$ cat config.mk
export PLATFORM = sky130hd
export DESIGN_NAME = uart_tx_sync_rstl
export DESIGN_NICKNAME = d
export VERILOG_FILES = /design/src/rtl/uart_pkg.sv /design/src/rtl/uart_baud_cnt.sv /design/src/rtl/uart_tx_sync_rstl.sv
export SDC_FILE = /design/constraint.sdc
export NUM_CORES = 1
export LEC_CHECK = 0
export CAP_MARGIN = 20
export CORE_ASPECT_RATIO = 1.2
export CORE_MARGIN = 2
export CORE_UTILIZATION = 52
export CTS_CLUSTER_SIZE = 28
export DETAILED_ROUTE_END_ITERATION = 10
export GPL_TIMING_DRIVEN = 0
export PLACE_DENSITY = 0.86
export SYNTH_ARGS = -nofsm -noshare
export SYNTH_HDL_FRONTEND = slang
export SYNTH_SLANG_ARGS = --single-unit
$ cat constraint.sdc
create_clock -name clk -period 2.2 [get_ports clk]
set_input_delay 0.33 -clock clk [delete_from_list [all_inputs] [get_ports clk]]
set_output_delay 0.33 -clock clk [all_outputs]
set_load 0.05 [all_outputs]
$ cat src/rtl/uart_pkg.sv
// uart_pkg: shared UART state encoding, line levels and frame-length helper.
package uart_pkg;
    typedef enum logic [2:0] {
        IDLE   = 3'd0,
        START  = 3'd1,
        DATA   = 3'd2,
        PARITY = 3'd3,
        STOP   = 3'd4
    } uart_state_e;

    localparam logic LINE_IDLE = 1'b1;
    localparam logic START_BIT = 1'b0;
    localparam logic STOP_BIT  = 1'b1;

    // Frame length in bit periods: start + data + optional parity + stop.
    function automatic int frame_len(input int data_w, input bit parity);
        return data_w + 2 + (parity ? 1 : 0);
    endfunction
endpackage

$ cat src/rtl/uart_baud_cnt.sv
// uart_baud_cnt: per-bit clock divider with 1-cycle bit_done pulse; held at 0 while disabled.
module uart_baud_cnt #(
    parameter int CLKS_PER_BIT = 16
) (
    input  logic clk,
    input  logic rst,
    input  logic i_en,
    output logic o_bit_done
);
    localparam int CW = $clog2(CLKS_PER_BIT);
    logic [CW-1:0] r_cnt;
    assign o_bit_done = i_en && (r_cnt == CW'(CLKS_PER_BIT - 1));
    always_ff @(posedge clk) begin
        if (!rst || !i_en) r_cnt <= '0;
        else               r_cnt <= o_bit_done ? '0 : r_cnt + 1'b1;
    end
endmodule

$ cat src/rtl/uart_tx_sync_rstl.sv
// uart_tx_sync_rstl: UART transmitter, start/data(LSB first)/stop framing, sync active-low rst.
// Optional even parity bit enabled by defining UART_TX_PARITY_EN.
module uart_tx_sync_rstl
    import uart_pkg::*;
#(
    parameter int CLKS_PER_BIT = 16,
    parameter int DATA_W       = 8
) (
    input  logic              clk,
    input  logic              rst,
    input  logic [DATA_W-1:0] tx_data,
    input  logic              tx_valid,
    output logic              tx_ready,
    output logic              tx,
    output logic              busy
);
    if (CLKS_PER_BIT < 2 || DATA_W < 5 || DATA_W > 9) begin : g_bad_param
        $error("uart_tx_sync_rstl: illegal CLKS_PER_BIT or DATA_W");
    end

    localparam int BW = $clog2(DATA_W);

    uart_state_e       r_state;
    logic [DATA_W-1:0] r_shreg;
    logic [BW-1:0]     r_bit_cnt;
    logic              r_tx;
    logic              r_busy;
    logic              w_bit_done;
`ifdef UART_TX_PARITY_EN
    logic              r_parity;
`endif

    uart_baud_cnt #(.CLKS_PER_BIT(CLKS_PER_BIT)) u_baud (
        .clk        (clk),
        .rst        (rst),
        .i_en       (r_busy),
        .o_bit_done (w_bit_done)
    );

    assign tx_ready = rst && (r_state == IDLE);
    assign tx       = r_tx;
    assign busy     = r_busy;

    // tx is registered, so each transition loads the level of the state being entered.
    always_ff @(posedge clk) begin
        if (!rst) begin
            r_state   <= IDLE;
            r_shreg   <= '0;
            r_bit_cnt <= '0;
            r_tx      <= LINE_IDLE;
            r_busy    <= 1'b0;
`ifdef UART_TX_PARITY_EN
            r_parity  <= 1'b0;
`endif
        end else begin
            case (r_state)
                IDLE: if (tx_valid) begin
                    r_shreg  <= tx_data;
                    r_state  <= START;
                    r_tx     <= START_BIT;
                    r_busy   <= 1'b1;
`ifdef UART_TX_PARITY_EN
                    r_parity <= ^tx_data;
`endif
                end
                START: if (w_bit_done) begin
                    r_state   <= DATA;
                    r_tx      <= r_shreg[0];
                    r_shreg   <= r_shreg >> 1;
                    r_bit_cnt <= '0;
                end
                DATA: if (w_bit_done) begin
                    if (r_bit_cnt == BW'(DATA_W - 1)) begin
`ifdef UART_TX_PARITY_EN
                        r_state <= PARITY;
                        r_tx    <= r_parity;
`else
                        r_state <= STOP;
                        r_tx    <= STOP_BIT;
`endif
                    end else begin
                        r_tx      <= r_shreg[0];
                        r_shreg   <= r_shreg >> 1;
                        r_bit_cnt <= r_bit_cnt + 1'b1;
                    end
                end
`ifdef UART_TX_PARITY_EN
                PARITY: if (w_bit_done) begin
                    r_state <= STOP;
                    r_tx    <= STOP_BIT;
                end
`endif
                STOP: if (w_bit_done) begin
                    r_state <= IDLE;
                    r_tx    <= LINE_IDLE;
                    r_busy  <= 1'b0;
                end
                default: begin
                    r_state <= IDLE;
                    r_tx    <= LINE_IDLE;
                    r_busy  <= 1'b0;
                end
            endcase
        end
    end
endmodule

==> run_results.csv <==
group,metric,value,unit
place,dp_slack,-0.01748,ns
clock_tree,clk_pin_slew,0.11,ns
sta,finalHoldViolCount,0,
yosys,ys_warn_count,0,
critical_path,cp.required,2.40,ns
floorplanning,initial_core_util,0.5571,
min_path,hold_depth,1,
yosys,synth_area,1031,sq um
clock_tree,clock-sinks,20,
yosys,async_flop_share,0,
min_path,hp-class,"reg2reg",
job,maxCapViolCount,0,
clock_tree,cts_buffer_depth,2,
yosys,synthMuxAreaShare,0.06796,
yosys,syn-instance-count,109,
floorplanning,die_x,44.65,um
yosys,synth.avg_cell_area,9.459,sq um
finish,fillers,149,
floorplanning,core-area,1851,sq um
yosys,synth-edff-count,0,
yosys,synth-compound-area-share,0.2197,
route,viasPerCell,5.979,
clock_tree,clk_latency,0.30,ns
min_path,holdPathEnd,"u_baud.r_cnt[0]",
min_path,hp-start,"u_baud.r_cnt[0]",
yosys,yosysTopAreaCellShare,0.3883,
critical_path,r2r_slack,0.17,ns
critical_path,crit_slowest_cell,"or3b_4",
critical_path,arrival,2.23,ns
sta,worst_pin_slew,0.5418,ns
yosys,synthSimpleGateAreaFrac,0.2112,
global_routing,antenna_found_initial,0,
critical_path,crit_type,"reg2reg",
place,port_buffers,13,
yosys,synth_top_family_by_area,"compound AO/OA/AOI/OAI gates",
sta,fmax,492.0,MHz
global_routing,grt_usage,0.1952,
global_routing,grt_max_degree,12,
critical_path,rr_endpoint,"r_shreg[1]",
sta,clock_skew,0.005572,ns
critical_path,worst-path-max-fanout,8,
power,p_per_area,591.5,nW/um^2
clock_tree,cts_tree,"built",
sta,maxSlewViolCount,0,
sta,setup_violations,0,
yosys,synth_top_cell_by_area,"dfxtp_1",
critical_path,crit_chain,"ha_1, ha_1, or3b_4, a211oi_4, or2_1, buf_6, a21oi_1",
finish,diodes,0,
yosys,syn_nets,123,
critical_path,crit_buf_inv,1,
critical_path,cp_top_family,"simple AND/OR/NAND/NOR gates",
yosys,ys.flop_type,"dfxtp_1",
critical_path,cp-start-kind,"register",
sta,fin_hold_ws,0.4575,ns
clock_tree,postCtsHoldBufs,0,
floorplanning,rows,17,
clock_tree,h-tree-depth,1,
sta,post-route-period-util,0.9239,
power,p_leak,0.4897,nW
critical_path,r2r-start,"r_bit_cnt[0]",
route,wl,2.052,mm
critical_path,crit_top_cell,"ha_1",
route,dr.first_iter.drc_count,11,
route,vias,867,
clock_tree,cts_made_buffers,3,
route,wl_per_cell,14.15,um
yosys,synth-seq-cells,20,
finish,syn_to_final_growth,18.33,%
power,ir_drop,0.0004666,V
critical_path,crit_start,"r_bit_cnt[0]",
sta,rsz0062_at_grt,"false",
clock_tree,post_cts_buffers,0,
yosys,synthTopCellsByArea,"dfxtp_1, mux2i_1, o31ai_1",
critical_path,end_kind,"register",
critical_path,reg2reg_depth,7,
critical_path,max_stage_delay,0.42,ns
status,outcome,"finished clean",
sta,slew-limit-headroom,0.6388,
global_routing,overflow,0,
global_routing,grt_pass1_vias,899,
finish,final_common_cell,"dfxtp_1",
route,final_antenna_net_count,0,
finish,drive_gt1_frac,0.1587,
route,drc,0,
yosys,yosysSeqAreaShare,0.3883,
sta,period_needed,2.033,ns
place,gp_congestion,0.7899,
yosys,yosysUniqueCellTypes,36,
finish,final_cell_mix,"dfxtp_1, clkdlybuf4s50_1, nor2_1, mux2i_1, o31ai_1",
floorplanning,die_area,2356,sq um
clock_tree,cts_resized,1,
floorplanning,die_y,52.78,um
clock_tree,cts.root.buffer_cell,"clkbuf_4",
yosys,synthAdderAreaFrac,0.03641,
sta,finalWorstSetupSlack,0.1675,ns
yosys,synth-xor-area-share,0.01699,
place,dpl.hpwl,1.576,mm
route,first_pass_iters,4,
floorplanning,pin_count,14,
global_routing,grt_pass1_wl,3.443,mm
finish,nets,141,
## worst reg2reg max path: cells and delay by family (launching register included)
| kind | cells | cell delay (ns) |
|---|---|---|
| flip-flops | 1 | 0.34 |
| AND/OR/NAND/NOR | 2 | 0.59 |
| buffers and inverters | 1 | 0.14 |
| adder cells (fa/ha/maj) | 2 | 0.43 |
| AO/OA/AOI/OAI | 2 | 0.43 |
## logic make-up after synthesis
family          after synthesis
simple gates                 37
compound gates               29
flops                        20
fa+ha+maj                     3
xor+xnor                      2
mux                           7
buf+inv                      11
## cells in the mapped netlist (3+ instances only)
cell type  number
a21oi_1         5
a21oi_2         5
buf_2           4
clkbuf_1        3
dfxtp_1        20
ha_1            3
mux2i_1         7
nand2_1         4
nand2b_1        3
nand4_1         3
nor2_1          9
nor3_1          3
o21ai_0         3
o31ai_1         7
## state kept, by name (all words and copies together) (netlist names)
name,cells
r_state,3
r_shreg,8
busy,1
tx,1
r_bit_cnt,3
u_baud.r_cnt,4
## power by group
group          switching [mW]  leakage [nW]  internal, mW
Sequential             0.0103         0.164         0.379
Combinational          0.0627         0.305        0.0557
Clock                   0.113        0.0210         0.101
## metal layers
metal | share of wire | track usage | vias to the layer above
met5 | 0 | 0 | -
met3 | 0.037 | 0.03103 | 7
met2 | 0.52 | 0.3575 | 18
li1 | - | - | 436
met1 | 0.42 | 0.2034 | 406
met4 | 0.023 | 0.1111 | 0
## final cells by class
type	instances	area [sq um]	share of cell area
clock buffers	4	36.28	0.02974
plain buffers	9	53.80	0.04410
multi-input cells	78	569.3	0.4667
repair buffers	13	128.9	0.1056
inverters	2	7.507	0.006154
flip-flops and latches	20	400.4	0.3282
well taps	19	23.77	0.01949
## worst max-delay path by stage
stage / to / cells past startpoint
after floorplan: tx_ready / 3
after global placement: tx_ready / 4
after detailed placement: tx_ready / 4
after CTS: r_shreg[1] / 7
after global routing: r_bit_cnt[2] / 7
final: r_shreg[1] / 7
## per-stage QoR
| stage | util | cells | total power, mW | setup TNS, ns | instance area, sq um |
|---|---|---|---|---|---|
| after floorplan | - | 109 | 0.4767 | 0 | 1031 |
| after global placement | 0.6403 | 141 | 0.5132 | 0 | 1185 |
| after detailed placement | 0.6403 | 141 | 0.5173 | -0.01748 | 1185 |
| after CTS | 0.6592 | 145 | 0.7273 | 0 | 1220 |
| after global routing | 0.6592 | 145 | 0.7519 | 0 | 1220 |
| final | 0.6592 | 145 | 0.7216 | 0 | 1220 |
No activity file was read; power rests on OpenSTA's default activity.
